## src/rtl/bcminer_pkg.sv

```systemverilog
// Shared bcminer types: nonce word, byte count and the nonce-buffer serializer states.
package bcminer_pkg;

  typedef logic [31:0] nonce_t;

  localparam int NONCE_BYTES = $bits(nonce_t) / 8;

  typedef enum logic [0:0] {
    NB_IDLE = 1'b0,
    NB_SEND = 1'b1
  } nb_state_e;

  // Width of a byte index; never zero, even for single-byte nonces.
  function automatic int idx_width(input int n);
    return (n > 1) ? $clog2(n) : 1;
  endfunction

endpackage

```

## src/rtl/nonce_buffer_reader_if.sv

```systemverilog
// Nonce-buffer bus: miner write side, host byte-stream read side and status.
// drop_cnt exists only when NONCE_BUF_STATS_EN is defined.
interface nonce_buffer_reader_if #(
  parameter int DEPTH   = 8,
  parameter int NONCE_W = 32
);
  localparam int LVL_W = $clog2(DEPTH) + 1;

  logic               wr_valid;
  logic [NONCE_W-1:0] wr_nonce;
  logic               wr_flush;
  logic               rd_ready;
  logic               rd_valid;
  logic [7:0]         rd_byte;
  logic               rd_last;
  logic               ovf_clear;
  logic               overflow;
  logic [LVL_W-1:0]   level;
`ifdef NONCE_BUF_STATS_EN
  logic [15:0]        drop_cnt;
`endif

  modport master (
    output wr_valid, wr_nonce, wr_flush, rd_ready, ovf_clear,
    input  rd_valid, rd_byte, rd_last, overflow, level
`ifdef NONCE_BUF_STATS_EN
    , input drop_cnt
`endif
  );

  modport slave (
    input  wr_valid, wr_nonce, wr_flush, rd_ready, ovf_clear,
    output rd_valid, rd_byte, rd_last, overflow, level
`ifdef NONCE_BUF_STATS_EN
    , output drop_cnt
`endif
  );

endinterface

```

## src/rtl/nonce_fifo.sv

```systemverilog
// Register FIFO for queued nonces with flush; full at DEPTH-1 because the
// serializer's shift register holds the remaining slot of buffer capacity.
module nonce_fifo #(
  parameter  int DEPTH = 8,
  parameter  int W     = 32,
  localparam int LVL_W = $clog2(DEPTH) + 1
) (
  input  logic             clk,
  input  logic             rst,
  input  logic             push,
  input  logic [W-1:0]     din,
  input  logic             pop,
  input  logic             flush,
  output logic [W-1:0]     dout,
  output logic             full,
  output logic             empty,
  output logic [LVL_W-1:0] level
);
  localparam int AW = $clog2(DEPTH);

  logic [W-1:0]     mem [DEPTH];
  logic [AW-1:0]    wr_ptr;
  logic [AW-1:0]    rd_ptr;
  logic [AW-1:0]    wr_idx;
  logic [LVL_W-1:0] count;
  logic             push_ok;
  logic             pop_ok;

  assign full    = (count == LVL_W'(DEPTH - 1));
  assign empty   = (count == '0);
  assign level   = count;
  assign dout    = mem[rd_ptr];
  assign pop_ok  = pop && !empty && !flush;
  // A push alongside flush always lands, as the sole entry at slot 0.
  assign push_ok = push && (flush || !full || pop_ok);
  assign wr_idx  = flush ? '0 : wr_ptr;

  always_ff @(posedge clk or negedge rst) begin
    if (!rst) begin
      wr_ptr <= '0;
      rd_ptr <= '0;
      count  <= '0;
    end else if (flush) begin
      rd_ptr <= '0;
      wr_ptr <= push ? AW'(1) : '0;
      count  <= push ? LVL_W'(1) : '0;
    end else begin
      if (push_ok) wr_ptr <= wr_ptr + 1'b1;
      if (pop_ok)  rd_ptr <= rd_ptr + 1'b1;
      case ({push_ok, pop_ok})
        2'b10:   count <= count + 1'b1;
        2'b01:   count <= count - 1'b1;
        default: count <= count;
      endcase
    end
  end

  always_ff @(posedge clk) begin
    if (push_ok) mem[wr_idx] <= din;
  end

endmodule

```

## src/rtl/nonce_buffer_reader.sv

```systemverilog
// Nonce buffer consumer: queues miner nonces, streams them MSB-first as bytes.
// Optional NONCE_BUF_STATS_EN adds a saturating dropped-nonce counter (drop_cnt).
module nonce_buffer_reader
  import bcminer_pkg::*;
#(
  parameter int DEPTH   = 8,
  parameter int NONCE_W = $bits(nonce_t)
) (
  input logic                  clk,
  input logic                  rst,
  nonce_buffer_reader_if.slave bus
);
  localparam int              NB       = NONCE_W / 8;
  localparam int              IW       = idx_width(NB);
  localparam int              LVL_W    = $clog2(DEPTH) + 1;
  localparam logic [IW-1:0]   LAST_IDX = IW'(NB - 1);

  nb_state_e          state_q;
  nb_state_e          state_d;
  logic [NONCE_W-1:0] shreg_q;
  logic [NONCE_W-1:0] fifo_dout;
  logic [IW-1:0]      idx_q;
  logic [LVL_W-1:0]   fifo_level;
  logic               fifo_full;
  logic               fifo_empty;
  logic               pop;
  logic               load;
  logic               shift;
  logic               drop;
  logic               overflow_q;

  nonce_fifo #(
    .DEPTH (DEPTH),
    .W     (NONCE_W)
  ) u_fifo (
    .clk   (clk),
    .rst   (rst),
    .push  (bus.wr_valid),
    .din   (bus.wr_nonce),
    .pop   (pop),
    .flush (bus.wr_flush),
    .dout  (fifo_dout),
    .full  (fifo_full),
    .empty (fifo_empty),
    .level (fifo_level)
  );

  always_ff @(posedge clk or negedge rst) begin
    if (!rst) state_q <= NB_IDLE;
    else      state_q <= state_d;
  end

  // Entries being discarded by a flush are never loaded into the serializer.
  always_comb begin
    state_d = state_q;
    pop     = 1'b0;
    load    = 1'b0;
    shift   = 1'b0;
    case (state_q)
      NB_IDLE: begin
        if (!fifo_empty && !bus.wr_flush) begin
          pop     = 1'b1;
          load    = 1'b1;
          state_d = NB_SEND;
        end
      end
      NB_SEND: begin
        if (bus.rd_ready) begin
          if (idx_q == LAST_IDX) begin
            if (!fifo_empty && !bus.wr_flush) begin
              pop  = 1'b1;
              load = 1'b1;
            end else begin
              state_d = NB_IDLE;
            end
          end else begin
            shift = 1'b1;
          end
        end
      end
      default: state_d = NB_IDLE;
    endcase
  end

  always_ff @(posedge clk or negedge rst) begin
    if (!rst) begin
      shreg_q <= '0;
      idx_q   <= '0;
    end else if (load) begin
      shreg_q <= fifo_dout;
      idx_q   <= '0;
    end else if (shift) begin
      shreg_q <= shreg_q << 8;
      idx_q   <= idx_q + 1'b1;
    end
  end

  // Drop only when the FIFO stays full through this cycle; flush makes room.
  assign drop = bus.wr_valid && !bus.wr_flush && fifo_full && !pop;

  always_ff @(posedge clk or negedge rst) begin
    if (!rst)               overflow_q <= 1'b0;
    else if (drop)          overflow_q <= 1'b1;
    else if (bus.ovf_clear) overflow_q <= 1'b0;
  end

`ifdef NONCE_BUF_STATS_EN
  logic [15:0] drop_cnt_q;

  always_ff @(posedge clk or negedge rst) begin
    if (!rst)                               drop_cnt_q <= '0;
    else if (bus.ovf_clear)                 drop_cnt_q <= drop ? 16'd1 : 16'd0;
    else if (drop && drop_cnt_q != 16'hFFFF) drop_cnt_q <= drop_cnt_q + 16'd1;
  end

  assign bus.drop_cnt = drop_cnt_q;
`endif

  assign bus.rd_valid = (state_q == NB_SEND);
  assign bus.rd_byte  = shreg_q[NONCE_W-1 -: 8];
  assign bus.rd_last  = (state_q == NB_SEND) && (idx_q == LAST_IDX);
  assign bus.level    = fifo_level;
  assign bus.overflow = overflow_q;

endmodule

```

## src/flat_wrapper.sv

```systemverilog
// flat-port wrapper written by rule: the top's interface ports become plain ports
module nonce_buffer_reader_flat import bcminer_pkg::*;
#(
  parameter int DEPTH   = 8,
  parameter int NONCE_W = $bits(nonce_t)
)
  (clk, rst, bus_wr_valid, bus_wr_nonce, bus_wr_flush, bus_rd_ready, bus_ovf_clear, bus_rd_valid, bus_rd_byte, bus_rd_last, bus_overflow, bus_level);
  nonce_buffer_reader_if #(.DEPTH(DEPTH), .NONCE_W(NONCE_W)) bus_i ();
  input logic clk;
  input logic rst;
  input wire logic [$bits(bus_i.wr_valid)-1:0] bus_wr_valid;
  input wire logic [$bits(bus_i.wr_nonce)-1:0] bus_wr_nonce;
  input wire logic [$bits(bus_i.wr_flush)-1:0] bus_wr_flush;
  input wire logic [$bits(bus_i.rd_ready)-1:0] bus_rd_ready;
  input wire logic [$bits(bus_i.ovf_clear)-1:0] bus_ovf_clear;
  output wire logic [$bits(bus_i.rd_valid)-1:0] bus_rd_valid;
  output wire logic [$bits(bus_i.rd_byte)-1:0] bus_rd_byte;
  output wire logic [$bits(bus_i.rd_last)-1:0] bus_rd_last;
  output wire logic [$bits(bus_i.overflow)-1:0] bus_overflow;
  output wire logic [$bits(bus_i.level)-1:0] bus_level;
  assign bus_i.wr_valid = bus_wr_valid;
  assign bus_i.wr_nonce = bus_wr_nonce;
  assign bus_i.wr_flush = bus_wr_flush;
  assign bus_i.rd_ready = bus_rd_ready;
  assign bus_i.ovf_clear = bus_ovf_clear;
  assign bus_rd_valid = bus_i.rd_valid;
  assign bus_rd_byte = bus_i.rd_byte;
  assign bus_rd_last = bus_i.rd_last;
  assign bus_overflow = bus_i.overflow;
  assign bus_level = bus_i.level;
  nonce_buffer_reader #(.DEPTH(DEPTH), .NONCE_W(NONCE_W)) u_core (.clk(clk), .rst(rst), .bus(bus_i));
endmodule
```

## config.mk

```make
export PLATFORM = sky130hd
export DESIGN_NAME = nonce_buffer_reader_flat
export DESIGN_NICKNAME = d
export VERILOG_FILES = /design/src/rtl/bcminer_pkg.sv /design/src/rtl/nonce_buffer_reader_if.sv /design/src/rtl/nonce_fifo.sv /design/src/rtl/nonce_buffer_reader.sv /design/src/flat_wrapper.sv
export SDC_FILE = /design/constraint.sdc
export NUM_CORES = 1
export LEC_CHECK = 0
export BUFFER_PORTS_ARGS = -buffer_cell sky130_fd_sc_hd__buf_2
export CAP_MARGIN = 40
export CORE_MARGIN = 5
export CORE_UTILIZATION = 40
export CTS_CLUSTER_SIZE = 24
export DETAILED_ROUTE_END_ITERATION = 10
export SKIP_CTS_REPAIR_TIMING = 1
export SLEW_MARGIN = 20
export SYNTH_ARGS = -nofsm -noshare
export SYNTH_HDL_FRONTEND = slang
export SYNTH_SLANG_ARGS = --single-unit
```

## constraint.sdc

```tcl
create_clock -name clk -period 6.06 [get_ports clk]
set_input_delay 0.909 -clock clk [delete_from_list [all_inputs] [get_ports clk]]
set_output_delay 0.909 -clock clk [all_outputs]
set_load 0.01 [all_outputs]
```

==> impl_metrics.yaml, run 1 <==
run_status:
  status: "finished clean"
worst_setup_path:
  required_ps: 6540
  crit_top_cell: "ha_1"
  slowest_delay_ps: 500
  crit_fanout: 6
  r2r_cells: 10
  cp.arrival_ps: 3320
  slowest_stage: "or3_2"
  startpoint_type: "flip-flop"
  reg2reg_slack_ps: 3220
  cp_cell_sequence: "ha_1 -> a21boi_1 -> or3_2 -> nor2_1 -> ha_1 -> a21oi_1 -> nand2_1 -> a2111oi_0 -> a41oi_1 -> nand3_1"
  worstSetupPathType: "reg -> reg"
  cp-end-kind: "flip-flop"
  reg2reg_to: "u_core.u_fifo.level[3]$_DFFE_PN0P_"
  worstSetupStartpoint: "u_core.idx_q[0]$_DFFE_PN0P_"
  reg2reg_from: "u_core.idx_q[0]$_DFFE_PN0P_"
timing:
  rsz0062_at_grt: "false"
  fin_worst_skew_ps: 6.69
  max_freq_mhz: 352
  setup_violations: 0
  hold_viol: 0
  maxSlewViolCount: 0
  fin_crit_ps: 2840
  setup_tns_ps: 0
  slew_headroom_pct: 48.2
  fin_crit_sh_pct: 46.9
  tightest_slew_ps: 777
die:
  die_area_um2: 33400
  fp.dieH_um: 183
  num_rows: 63
  initial_core_util_pct: 40.3
  core_area_um2: 29600
  dieWidth_um: 183
  io_pins: 53
global_routing:
  grtUsageTotal_pct: 14.9
  antenna_found_initial: 2
  grt_max_degree: 67
  grt-ovfl-total: 0
  grt_pass1_vias: 6493
  grt_pass1_wl_um: 38700
worst_hold_path:
  hp-class: "in -> async"
logic_synthesis:
  yosysUniqueCellTypes: 41
  syn_area_per_cell_um2: 18.4
  mappedNetlistArea_um2: 11900
  ys_seq_elements: 302
  synthArstFlopShare_pct: 15.2
  yosys-top-cells-area: "edfxtp_1 (64%), mux4_2 (12%), dfrtp_1 (9.7%), nand2_1 (2.0%), a211oi_1 (1.6%)"
  ys_seq_area_share_pct: 74.1
  synthTopCellsByCount: "edfxtp_1 (256), mux4_2 (64), nand2_1 (63)"
  syn_inst: 649
  synth_edf_count: 256
  yosysTopAreaCell: "edfxtp_1"
  synth_nets: 693
  yosysWarnings: 0
  synth.top_cell.area_share_pct: 64.5
  ys.flop_type: "edfxtp_1"
  synth.most_common_cell: "edfxtp_1"
placed_design:
  port_buffers: 52
  gp_congestion: 0.743
  hpwl_um: 13400
detailed_routing:
  wl_um: 24300
  drt-initial-drc-count: 357
  antenna_left: 0
  wire_per_inst_um: 21.7
  firstDrtPassIters: 5
  drc: 0
  vias: 6043
  via_per_inst: 5.40
cts:
  cts_tree: "built"
  clock_latency_ps: 550
  cts.sinks: 302
  root_buffer: "clkbuf_16"
  htreeDepth: 1
  cts_buffers: 31
  clkTransAtPathRegs_ps: 60
  cts_max_path_buffers: 3
power:
  ir_worst_vdd_mv: 0.176
  power_density_nw_per_um2: 402
  p_leak_nw: 4.53
layout:
  fin_util_pct: 46.4
  seq_area_um2: 8840
  fillCellCount: 2476
  multi_input_area_um2: 2870
  drive_gt1_share_pct: 27.6
  antenna_cells: 0
  finalNetCount: 748
  synthToLayoutAreaGrowth_pct: 14.9
job:
  maxCapViolations: 0
## final cells by class
class | count | share of cell area (%)
clock buffer | 34 | 5.74
clock inverter | 24 | 2.07
timing repair buffer | 69 | 3.10
inverter | 2 | 0.0548
sequential | 302 | 64.5
tap | 390 | 3.56
multi-input combinational | 298 | 20.9
## sequential cells by signal (all words and copies together) (netlist names)
name,flops
u_core.u_fifo.wr_ptr,3
u_core.u_fifo.mem,256
u_core.bus.overflow,1
u_core.u_fifo.level,4
u_core.bus.rd_valid,1
u_core.u_fifo.rd_ptr,3
u_core.shreg_q,32
u_core.idx_q,2
## through the flow
stage / cell area (µm²) / instances / worst slack [ps] / power [mW] / hold WS, ps
floorplan: 11900 / 649 / 1130 / 3.36 / 469
global placement: 12600 / 1058 / 2970 / 3.57 / 493
detailed placement: 12600 / 1060 / 2840 / 3.62 / 495
CTS: 13700 / 1118 / 3260 / 5.59 / 490
global route: 13700 / 1119 / 2920 / 5.80 / 520
finish: 13700 / 1119 / 3220 / 5.52 / 474
## logic make-up (layout without fill, tap and decap cells)
family | Yosys count | after routing | synth area share [%]
AO/OA/AOI/OAI | 80 | 80 | 4.42
buffers and inverters | 49 | 129 | 2.26
flip-flops | 302 | 302 | 74.1
adder cells (fa/ha/maj) | 6 | 6 | 0.693
AND/OR/NAND/NOR | 134 | 134 | 5.29
multiplexers | 73 | 73 | 12.8
XOR/XNOR | 5 | 5 | 0.367
## power by group
group | switching [mW] | total (mW) | internal [mW]
logic | 0.516 | 1.01 | 0.491
registers | 0.134 | 2.55 | 2.41
clock network | 0.767 | 1.96 | 1.19
## cell usage in the layout (no fill, tap or decap), drive strengths merged, types with 9 or more instances in the layout
| master | synthesis | layout |
|---|---|---|
| mux4 | 64 | 64 |
| a211oi | 25 | 25 |
| edfxtp | 256 | 256 |
| nand3 | 11 | 11 |
| clkbuf | 15 | 34 |
| clkinv | 0 | 13 |
| buf | 32 | 69 |
| o21ai | 14 | 14 |
| nor2 | 17 | 17 |
| mux2i | 9 | 9 |
| nand2 | 63 | 63 |
| dfrtp | 46 | 46 |
| nor2b | 25 | 25 |
| a31oi | 26 | 26 |
## worst max-delay path by stage
stage and end:
6_report u_core.u_fifo.level[3]$_DFFE_PN0P_, 3_3_place_gp u_core.u_fifo.level[3]$_DFFE_PN0P_, 4_1_cts u_core.u_fifo.level[3]$_DFFE_PN0P_, 3_5_place_dp u_core.u_fifo.level[3]$_DFFE_PN0P_, 2_1_floorplan u_core.u_fifo.mem[2][0]$_DFFE_PP_, 5_1_grt u_core.u_fifo.level[3]$_DFFE_PN0P_
## layer usage
metal	global-route usage, %	share of wire (%)	wire length, µm	vias up
li1	-	-	-	2686
met1	20.7	44	10600	3177
met2	24.9	50	12100	136
met3	2.39	4.8	1170	40
met4	3.42	1.9	450	4
met5	0	0.11	27	-
## critical path: cells and delay by family (launching register included)
family / cells / cell delay (ps)
AO/OA/AOI/OAI: 4 / 850
adder cells (fa/ha/maj): 2 / 570
flip-flops: 1 / 370
AND/OR/NAND/NOR: 4 / 980
Note: power is estimated with default switching activity, not from simulation.
==> run 2: changes to the inputs <==
==> constraint.sdc (replaced) <==
create_clock -name clk -period 2.7 [get_ports clk]
set_input_delay 0.405 -clock clk [delete_from_list [all_inputs] [get_ports clk]]
set_output_delay 0.405 -clock clk [all_outputs]
set_load 0.01 [all_outputs]
==> run 2 against run 1 <==
  * Fmax is 11% higher
  * First-iteration DRC count is 29% higher
  * Die area unchanged
  * Critical endpoint unchanged
  * Largest power group unchanged
  * Sequential share of layout area fell by 0.66 points
  * Sequential power grew 120%
  * Wire length decreased by 1.2%
  * Worst setup slack got worse by 3100 ps
  * Combinational power up 140%
  * Sequential cell count is the same
==> impl_metrics.yaml, run 2 (same netlist as run 1, synthesis figures left out) <==
run_status:
  status: "finished clean"
layout:
  fillCellCount: 2464
  antenna_cells: 0
  layout_common_cells: "edfxtp_1 (256), mux4_2 (64), nand2_1 (63)"
  largest_register: "u_core.u_fifo.mem"
  finalNetCount: 761
  drive_gt1_share_pct: 28.2
  largest_reg_flops: 256
  stdcell_count: 1128
  synthToLayoutAreaGrowth_pct: 16.1
  final_common_cell: "edfxtp_1"
detailed_routing:
  wl_um: 24000
  firstDrtPassIters: 5
  drc: 0
  vias: 6114
  drt-initial-drc-count: 462
  wire_per_inst_um: 21.3
  via_per_inst: 5.42
  antenna_left: 0
placed_design:
  port_buffers: 52
  gp_congestion: 0.761
  dp.cells: 1070
  hpwl_um: 14800
global_routing:
  grt_pass1_wl_um: 37700
  antenna_found_initial: 1
  grt_pass1_vias: 6501
  grt_max_degree: 67
  grtUsageTotal_pct: 14.4
  grt-ovfl-total: 0
die:
  dieWidth_um: 183
  io_pins: 53
  initial_core_util_pct: 40.3
  die_area_um2: 33400
  fp.dieH_um: 183
  num_rows: 63
  core_area_um2: 29600
timing:
  hold_viol: 0
  whs_ps: 45.4
  fin_crit_sh_pct: 94.7
  fin_worst_skew_ps: 16.0
  max_freq_mhz: 391
  tightest_slew_ps: 698
  fin_crit_ps: 2560
  maxSlewViolCount: 0
  setup_violations: 0
  slew_headroom_pct: 53.5
worst_setup_path:
  crit_fanout: 5
  slowest_delay_ps: 500
  required_ps: 3190
  slowest_stage: "or3_2"
  cp_cell_sequence: "ha_4 -> a21boi_1 -> or3_2 -> nor2_4 -> ha_1 -> a21oi_2 -> nand2_1 -> a2111oi_2 -> a41oi_1 -> nand3_1"
  cp-end-kind: "flip-flop"
  cp.arrival_ps: 3050
  worstSetupPathType: "reg -> reg"
  startpoint_type: "flip-flop"
cts:
  cts_tree: "built"
  clkTransAtPathRegs_ps: 60
  clock_latency_ps: 560
  root_buffer: "clkbuf_16"
  htreeDepth: 1
  cts_max_path_buffers: 3
  cts.sinks: 302
  cts_buffers: 31
job:
  maxCapViolations: 0
power:
  fin_total_pwr_mw: 12.0
  p_leak_nw: 4.56
  ir_worst_vdd_mv: 0.429
  power_density_nw_per_um2: 867
worst_hold_path:
  hp-class: "in -> reg"
-- run 2: cell count changes in the layout (fill, tap and decap cells not counted), moves of 3 or more --
| cell | previous run | this run |
|---|---|---|
| bufinv_16 | 6 | 1 |
| clkinv_2 | 8 | 5 |
| buf_12 | 0 | 10 |
| clkinv_1 | 4 | 8 |
-- run 2: report_power, final --
part           leakage (nW)  total (mW)  switching (mW)  internal [mW]
Sequential             2.92        5.71           0.287           5.42
Clock                 0.450        3.88            1.69           2.19
Combinational          1.19        2.42            1.23           1.19
-- run 2: stage by stage --
step | util [%] | area [µm²] | worst slack [ps] | TNS, ps
3_5_place_dp | 43.4 | 12800 | -95.7 | -95.7
6_report | 46.8 | 13800 | 143 | 0
5_1_grt | 46.8 | 13800 | -13.8 | -13.8
2_1_floorplan | - | 12000 | -157 | -16610
4_1_cts | 46.5 | 13800 | -112 | -112
3_3_place_gp | 43.3 | 12800 | 119 | 0
-- run 2: final cells by class --
| cell class | instances | area, µm² | area share, % |
|---|---|---|---|
| Inverter | 2 | 7.51 | 0.0542 |
| Clock buffer | 36 | 795 | 5.74 |
| Timing Repair Buffer | 82 | 644 | 4.65 |
| Multi-Input combinational cell | 298 | 2940 | 21.2 |
| Clock inverter | 18 | 126 | 0.913 |
| Tap cell | 390 | 488 | 3.52 |
| Sequential cell | 302 | 8850 | 63.9 |
-- run 2: routing by layer --
layer,GRT usage (%),wire length (µm),up-vias
met3,2.03,934,39
met1,19.6,10400,3239
met5,0,0,-
met2,24.6,12200,126
li1,-,-,2710
met4,4.05,518,0
-- run 2: final timing paths --
path	startpoint	end	slack [ps]	cells after the start
max	u_core.idx_q[0]$_DFFE_PN0P_	u_core.u_fifo.level[3]$_DFFE_PN0P_	140	10
max in group asynchronous	rst	u_core.u_fifo.wr_ptr[0]$_DFFE_PN0P_	1880	4
min	bus_ovf_clear	u_core.bus.overflow$_DFFE_PN0P_	50	2
max reg2reg	u_core.idx_q[0]$_DFFE_PN0P_	u_core.u_fifo.level[3]$_DFFE_PN0P_	140	10
min reg2reg	u_core.shreg_q[2]$_DFFE_PN0P_	u_core.shreg_q[2]$_DFFE_PN0P_	510	2
min in group asynchronous	rst	u_core.u_fifo.level[2]$_DFFE_PN0P_	330	3
-- run 2: critical path: cells and delay by family, from the launching register on --
family	cells	cell delay (ps)
AND/OR/NAND/NOR	4	920
AO/OA/AOI/OAI	4	720
flip-flops	1	390
adder cells (fa/ha/maj)	2	460
